--- config.mk ---
export PLATFORM = sky130hd
export DESIGN_NAME = ft6336_i2c_target
export DESIGN_NICKNAME = d
export VERILOG_FILES = /design/src/rtl/ft6336_pkg.sv /design/src/rtl/i2c_line_filter.sv /design/src/rtl/ft6336_i2c_target.sv
export SDC_FILE = /design/constraint.sdc
export NUM_CORES = 1
export LEC_CHECK = 0
export ABC_AREA = 1
export CORE_MARGIN = 2
export CORE_UTILIZATION = 50
export DETAILED_ROUTE_END_ITERATION = 10
export GPL_ROUTABILITY_DRIVEN = 0
export GPL_TIMING_DRIVEN = 0
export HOLD_SLACK_MARGIN = 0.05
export PLACE_DENSITY_LB_ADDON = 0.05
export SKIP_LAST_GASP = 1
export SLEW_MARGIN = 20
export SYNTH_ARGS = -nofsm -noshare
export SYNTH_HDL_FRONTEND = slang
export SYNTH_SLANG_ARGS = --single-unit
--- constraint.sdc ---
create_clock -name clk -period 1.7 [get_ports clk]
set_input_delay 0.255 -clock clk [delete_from_list [all_inputs] [get_ports clk]]
set_output_delay 0.255 -clock clk [all_outputs]
set_load 0.005 [all_outputs]
--- src/rtl/ft6336_pkg.sv ---
// FT6336G register-map constants and touch register types shared by the I2C target and the polling driver.
// Latency: n/a (constants, types and a combinational read mux only).
// Backpressure: n/a.
package ft6336_pkg;

  localparam logic [6:0] FT6336_DEFAULT_ADDR = 7'h38;

  localparam logic [7:0] REG_DEV_MODE  = 8'h00;
  localparam logic [7:0] REG_TD_STATUS = 8'h02;
  localparam logic [7:0] REG_P1_XH     = 8'h03;
  localparam logic [7:0] REG_P1_XL     = 8'h04;
  localparam logic [7:0] REG_P1_YH     = 8'h05;
  localparam logic [7:0] REG_P1_YL     = 8'h06;
  localparam logic [7:0] REG_CHIP_ID   = 8'hA3;

  // Event flag carried in P1_XH[7:6]
  localparam logic [1:0] EVT_CONTACT = 2'b10;
  localparam logic [1:0] EVT_LIFT    = 2'b01;

  typedef enum logic [3:0] {
    ST_IDLE, ST_ADDR, ST_ACK_ADDR_W, ST_ACK_ADDR_R, ST_REG_PTR, ST_ACK_PTR,
    ST_WR_DATA, ST_ACK_WR, ST_RD_DATA, ST_RD_ACK, ST_IGNORE
  } i2c_state_t;

  typedef struct packed {
    logic [7:0]  dev_mode;
    logic        down;
    logic [11:0] x;
    logic [11:0] y;
  } touch_regs_t;

  // Register map as seen by a reading controller.
  function automatic logic [7:0] reg_read(input touch_regs_t r, input logic [7:0] addr,
                                          input logic [7:0] chip_id);
    case (addr)
      REG_DEV_MODE:  return r.dev_mode;
      REG_TD_STATUS: return {7'b0, r.down};
      REG_P1_XH:     return {(r.down ? EVT_CONTACT : EVT_LIFT), 2'b00, r.x[11:8]};
      REG_P1_XL:     return r.x[7:0];
      REG_P1_YH:     return {4'b0, r.y[11:8]};
      REG_P1_YL:     return r.y[7:0];
      REG_CHIP_ID:   return chip_id;
      default:       return 8'h00;
    endcase
  endfunction

endpackage

--- src/rtl/i2c_line_filter.sv ---
`timescale 1ns/1ps
// Synchronizes one raw I2C pad line, rejects glitches shorter than FILTER_LEN samples, and flags edges.
// Latency: 2 sync stages + FILTER_LEN samples + 1 register (about 6 clk at FILTER_LEN=3).
// Backpressure: none; rise/fall are single-cycle events aligned with the level update.
// Ports: clk, reset_n (async active-low), line_in (raw pad), level (filtered), rise/fall (edge strobes).
module i2c_line_filter #(
  parameter int FILTER_LEN = 3
) (
  input  logic clk,
  input  logic reset_n,
  input  logic line_in,
  output logic level,
  output logic rise,
  output logic fall
);

  logic [1:0]            sync;
  logic [FILTER_LEN-1:0] hist;

  // Idle bus level is high, so everything resets to 1 to avoid a false edge after reset.
  always_ff @(posedge clk or negedge reset_n) begin
    if (!reset_n) begin
      sync  <= '1;
      hist  <= '1;
      level <= 1'b1;
      rise  <= 1'b0;
      fall  <= 1'b0;
    end else begin
      sync <= {sync[0], line_in};
      hist <= {hist[FILTER_LEN-2:0], sync[1]};
      rise <= 1'b0;
      fall <= 1'b0;
      if (&hist && !level) begin
        level <= 1'b1;
        rise  <= 1'b1;
      end else if (!(|hist) && level) begin
        level <= 1'b0;
        fall  <= 1'b1;
      end
    end
  end

endmodule

--- src/rtl/ft6336_i2c_target.sv ---
`timescale 1ns/1ps
// I2C target emulating the FT6336G touch controller register interface (optional interrupt: FT_TARGET_INT_EN).
// Latency: bus events act about 6 clk after the pad edge; snapshot taken on the read-address 8th SCL rise.
// Backpressure: none; no clock stretching, SCL is input only. sda_oe changes only on filtered SCL fall.
// Ports: clk, reset_n, scl_in/sda_in (raw pads), sda_oe (1 = pull SDA low), touch_update/down/x/y
//        (sample strobe + data), bus_busy, rd_done (read NACKed), ctp_int (active-low interrupt).
module ft6336_i2c_target
  import ft6336_pkg::*;
#(
  parameter logic [6:0] I2C_ADDR         = FT6336_DEFAULT_ADDR,
  parameter int         FILTER_LEN       = 3,
  parameter logic [7:0] CHIP_ID          = 8'h64,
  parameter int         INT_PULSE_CYCLES = 5000
) (
  input  logic        clk,
  input  logic        reset_n,
  input  logic        scl_in,
  input  logic        sda_in,
  output logic        sda_oe,
  input  logic        touch_update,
  input  logic        touch_down,
  input  logic [11:0] touch_x,
  input  logic [11:0] touch_y,
  output logic        bus_busy,
  output logic        rd_done,
  output logic        ctp_int
);

  logic scl_lvl, scl_rise, scl_fall;
  logic sda_lvl, sda_rise, sda_fall;

  i2c_line_filter #(.FILTER_LEN(FILTER_LEN)) u_scl_filter (
    .clk(clk), .reset_n(reset_n), .line_in(scl_in),
    .level(scl_lvl), .rise(scl_rise), .fall(scl_fall)
  );

  i2c_line_filter #(.FILTER_LEN(FILTER_LEN)) u_sda_filter (
    .clk(clk), .reset_n(reset_n), .line_in(sda_in),
    .level(sda_lvl), .rise(sda_rise), .fall(sda_fall)
  );

  i2c_state_t  state;
  logic [3:0]  bit_cnt;
  logic [7:0]  shreg;
  logic [7:0]  reg_ptr;
  touch_regs_t live;
  touch_regs_t snap;

  logic       start_cond, stop_cond;
  logic [7:0] byte_in;
  logic [7:0] rd_byte;

  assign start_cond = sda_fall & scl_lvl;
  assign stop_cond  = sda_rise & scl_lvl;
  assign byte_in    = {shreg[6:0], sda_lvl};
  assign rd_byte    = reg_read(snap, reg_ptr, CHIP_ID);

  always_ff @(posedge clk or negedge reset_n) begin
    if (!reset_n) begin
      state    <= ST_IDLE;
      bit_cnt  <= '0;
      shreg    <= '0;
      reg_ptr  <= '0;
      live     <= '0;
      snap     <= '0;
      sda_oe   <= 1'b0;
      bus_busy <= 1'b0;
      rd_done  <= 1'b0;
    end else begin
      rd_done <= 1'b0;
      if (touch_update) begin
        live.down <= touch_down;
        live.x    <= touch_x;
        live.y    <= touch_y;
      end

      if (start_cond) begin
        state    <= ST_ADDR;
        bit_cnt  <= '0;
        bus_busy <= 1'b1;
        sda_oe   <= 1'b0;
      end else if (stop_cond) begin
        state    <= ST_IDLE;
        bus_busy <= 1'b0;
        sda_oe   <= 1'b0;
      end else begin
        case (state)
          ST_ADDR: if (scl_rise) begin
            shreg <= byte_in;
            if (bit_cnt == 4'd7) begin
              bit_cnt <= '0;
              if (byte_in[7:1] != I2C_ADDR) begin
                state <= ST_IGNORE;
              end else if (byte_in[0]) begin
                // A sample arriving in the capture cycle wins, so the read never returns stale data.
                snap.dev_mode <= live.dev_mode;
                snap.down     <= touch_update ? touch_down : live.down;
                snap.x        <= touch_update ? touch_x    : live.x;
                snap.y        <= touch_update ? touch_y    : live.y;
                state         <= ST_ACK_ADDR_R;
              end else begin
                state <= ST_ACK_ADDR_W;
              end
            end else begin
              bit_cnt <= bit_cnt + 4'd1;
            end
          end

          ST_REG_PTR, ST_WR_DATA: if (scl_rise) begin
            shreg <= byte_in;
            if (bit_cnt == 4'd7) begin
              bit_cnt <= '0;
              if (state == ST_REG_PTR) begin
                reg_ptr <= byte_in;
                state   <= ST_ACK_PTR;
              end else begin
                if (reg_ptr == REG_DEV_MODE) live.dev_mode <= byte_in;
                reg_ptr <= reg_ptr + 8'd1;
                state   <= ST_ACK_WR;
              end
            end else begin
              bit_cnt <= bit_cnt + 4'd1;
            end
          end

          // bit_cnt 0: waiting for the fall that ends the 8th bit; 1: ACK is being driven.
          ST_ACK_ADDR_W, ST_ACK_ADDR_R, ST_ACK_PTR, ST_ACK_WR: if (scl_fall) begin
            if (bit_cnt == 4'd0) begin
              sda_oe  <= 1'b1;
              bit_cnt <= 4'd1;
            end else begin
              bit_cnt <= '0;
              if (state == ST_ACK_ADDR_R) begin
                sda_oe <= ~rd_byte[7];
                shreg  <= {rd_byte[6:0], 1'b0};
                state  <= ST_RD_DATA;
              end else begin
                sda_oe <= 1'b0;
                state  <= (state == ST_ACK_ADDR_W) ? ST_REG_PTR : ST_WR_DATA;
              end
            end
          end

          // bit_cnt counts SCL rises of the byte being sent; MSB is already on the bus on entry.
          ST_RD_DATA: begin
            if (scl_rise) begin
              bit_cnt <= bit_cnt + 4'd1;
            end else if (scl_fall) begin
              if (bit_cnt == 4'd8) begin
                sda_oe  <= 1'b0;
                reg_ptr <= reg_ptr + 8'd1;
                bit_cnt <= '0;
                state   <= ST_RD_ACK;
              end else begin
                sda_oe <= ~shreg[7];
                shreg  <= {shreg[6:0], 1'b0};
              end
            end
          end

          ST_RD_ACK: begin
            if (scl_rise) begin
              if (sda_lvl) begin
                rd_done <= 1'b1;
                state   <= ST_IGNORE;
              end else begin
                bit_cnt <= 4'd1;
              end
            end else if (scl_fall && bit_cnt == 4'd1) begin
              bit_cnt <= '0;
              sda_oe  <= ~rd_byte[7];
              shreg   <= {rd_byte[6:0], 1'b0};
              state   <= ST_RD_DATA;
            end
          end

          default: ;  // IDLE and IGNORE only react to START/STOP
        endcase
      end
    end
  end

`ifdef FT_TARGET_INT_EN
  localparam int INT_W = $clog2(INT_PULSE_CYCLES + 1);
  logic [INT_W-1:0] int_cnt;

  // Low for exactly INT_PULSE_CYCLES cycles; a new contact sample restarts the pulse.
  always_ff @(posedge clk or negedge reset_n) begin
    if (!reset_n) begin
      int_cnt <= '0;
      ctp_int <= 1'b1;
    end else if (touch_update && touch_down) begin
      int_cnt <= INT_W'(INT_PULSE_CYCLES - 1);
      ctp_int <= 1'b0;
    end else if (int_cnt != '0) begin
      int_cnt <= int_cnt - INT_W'(1);
    end else begin
      ctp_int <= 1'b1;
    end
  end
`else
  // Interrupt compiled out: pin is idle-high whatever the pulse length is set to.
  assign ctp_int = 1'b1 | (INT_PULSE_CYCLES < 0);
`endif

endmodule

==> impl_metrics.json <==
{
  "hold_path_end": "live[11]",
  "nets": 867,
  "clkTransAtPathRegs_ns": 0.08,
  "ys.flop_type": "dfrtp_1",
  "crit_top_cell": "nor2_1",
  "grt_pass1_wl_mm": 22.5,
  "drive_gt1_share_pct": 26.0,
  "crit_path_end_kind": "register",
  "layout_commonest_cell": "nand2_1",
  "cts-root-buf": "clkbuf_16",
  "final_util_pct": 66.5,
  "htreeDepth": 3,
  "path_cells": "inv_2, nor2_2, nand3_2, nand2_1, nor2_1, buf_4, nand3_2, nor2_4, nor2_1, nor2_1",
  "ir_worst_vdd_mv": 0.821,
  "violations": "setup timing",
  "r2r_slack_ns": -0.05,
  "min_path_cells": 3,
  "syn_nets": 776,
  "synth-seq-cells": 109,
  "die_y_microns": 110,
  "crit_buf_inv": 2,
  "io_buffers": 31,
  "grt_usage_pct": 24.3,
  "period_share_pct": 103,
  "avgRoutedWirePerCell_microns": 14.6,
  "final_cell_mix": "244 x nand2_1, 93 x dfrtp_1, 63 x inv_1, 46 x nor2_1, 43 x o21ai_1",
  "ys.warnings.count": 0,
  "dr.pass1.iters": 5,
  "syn_to_final_growth_pct": 28.8,
  "cts_tree": "done",
  "worstSetupStartpointType": "register",
  "ant_nets": 0,
  "tns_ns": -0.117,
  "r2r_end": "shreg[1]",
  "rsz0062_at_grt": "true",
  "async_flop_share_pct": 100,
  "yosysUniqueCellTypes": 30,
  "hpwlAfterDp_mm": 9.61,
  "initial_core_util_pct": 51.6,
  "totalWireLength_mm": 14.2,
  "synthesis.area_sq_um": 5650,
  "die_width_microns": 110,
  "reg2reg_depth": 10,
  "dieArea_sq_um": 12200,
  "antenna_cells": 0,
  "skew_ns": 0.00882,
  "r2r_start": "state[3]",
  "cp_slowest_cell": "dfrtp_2",
  "first_global_vias": 4656,
  "grt_remaining_overflow": 0,
  "yosysTopAreaCell": "dfrtp_1",
  "powerDensity_nw_per_um2": 1470,
  "cts_max_path_buffers": 2,
  "p_leak_uw": 0.00360,
  "power_uw": 10700,
  "grt_antenna_before_repair": 0,
  "cp.arrival_ns": 2.04,
  "place_ws_ns": -0.355,
  "viasPerCell": 5.22,
  "coreArea_sq_um": 10900,
  "cp.required_ns": 1.99,
  "syn_area_per_cell_sq_um": 7.64,
  "slew_viol_final": 0,
  "ios": 34,
  "drc": 0,
  "synth_seq_area_share_pct": 48.6,
  "grt_max_degree": 68,
  "syn_inst": 739,
  "min_path_type": "in -> reg",
  "hold_viol": 0,
  "vias": 5090,
  "cts_sinks": 109,
  "max_freq_mhz": 572,
  "synthTopCellsByArea": "dfrtp_1 43%, nand2_1 18%, dfstp_2 5.6%",
  "crit_type": "reg -> reg",
  "fin_cells": 975,
  "timing.final.ws_setup_ns": -0.0480,
  "slowest_delay_ns": 0.47,
  "critical-path-top-delay-family": "simple AND/OR/NAND/NOR gates",
  "synth-edff-count": 0,
  "synth.top_cell.area_share_pct": 43.0,
  "min-delay-start": "touch_update",
  "maxCapViolCount": 0,
  "period_needed_ns": 1.75,
  "cts-buffers-inserted": 9,
  "dp_cells": 911,
  "crit_fanout": 7,
  "rows": 38,
  "run_status": "finished, violations left",
  "worst_skew_pair.late_latency_ns": 0.36,
  "setup_violations": 11,
  "drt_first_iter_violations": 472
}
-- logic make-up after synthesis --
family                   share of synthesized area, %
flip-flops                                       48.6
XOR/XNOR                                        0.776
buffers and inverters                            7.56
other                                          0.0664
AND/OR/NAND/NOR                                  34.0
adder cells (fa/ha/maj)                          1.55
AO/OA/AOI/OAI                                    7.42
-- area by class of cell --
| cell class | count | area [sq um] |
|---|---|---|
| Buffer | 19 | 150 |
| Clock buffer | 9 | 225 |
| Clock inverter | 7 | 66.3 |
| Fill cell | 923 | 3670 |
| Inverter | 79 | 309 |
| Multi-Input combinational cell | 532 | 2850 |
| Sequential cell | 109 | 2750 |
| Tap cell | 140 | 175 |
| Timing Repair Buffer | 79 | 742 |
| Timing Repair inverter | 1 | 7.51 |
-- metal layers --
| metal | GRT usage, % | vias up | share of wire (%) |
|---|---|---|---|
| li1 | - | 2502 | - |
| met1 | 35.2 | 2399 | 46 |
| met2 | 36.6 | 160 | 46 |
| met3 | 4.12 | 29 | 5.3 |
| met4 | 9.29 | 0 | 2.2 |
| met5 | 0 | - | 0 |
-- through the flow --
stage	area, sq um	hold slack (ns)
after floorplan	5650	-0.0406
after global placement	6130	0.346
after detailed placement	6160	0.212
after CTS	6740	0.263
after global routing	7270	0.293
final	7270	0.272
-- sequential cells by signal (all words and copies together), names as in the netlist, 3 cells and up --
register,count
bit_cnt,4
live,33
reg_ptr,8
shreg,8
snap,33
state,4
u_scl_filter.hist,3
u_sda_filter.hist,3
-- worst max path at each step --
stage	start	to	cells past startpoint
floorplan	reg_ptr[0]	live[32]	8
CTS	state[1]	snap[3]	8
global placement	reset_n	u_scl_filter.fall	1
finish	state[3]	shreg[1]	10
global route	bit_cnt[1]	shreg[1]	12
detailed placement	reg_ptr[0]	live[26]	7
-- report_power, final --
group | switching (uW) | leakage (uW) | internal [uW]
Clock | 1060 | 0.000146 | 1030
Sequential | 365 | 0.00127 | 2950
Combinational | 3290 | 0.00218 | 1980
Total | 4710 | 0.00360 | 5960
-- Yosys cell counts, types with 5 or more instances --
library cell	number
ha_1	7
inv_2	5
nor2_4	6
nand2_4	8
nand3_2	6
dfstp_2	12
clkbuf_1	9
buf_6	5
dfrtp_1	97
nand3_1	51
a21oi_1	9
o21ai_1	27
nand2_1	275
inv_1	72
nor2_2	7
o21ai_0	46
nor2_1	61
nand2_2	7
xor2_1	5
-- worst register-to-register path: stages (launching register included) --
cell	delay [ns]
dfrtp_2	0.47
inv_2	0.13
nor2_2	0.08
nand3_2	0.12
nand2_1	0.10
nor2_1	0.17
buf_4	0.14
nand3_2	0.09
nor2_4	0.22
nor2_1	0.07
nor2_1	0.11
-- repair_timing --
action                     CTS  global route
resized for setup           35           124
setup endpoints to repair   63            66
setup buffers               19            24
hold endpoints to repair    42             0
cloned                       4             2
pin swaps                   15            19
hold buffers                 1             0
(Power assumes the default switching activity.)
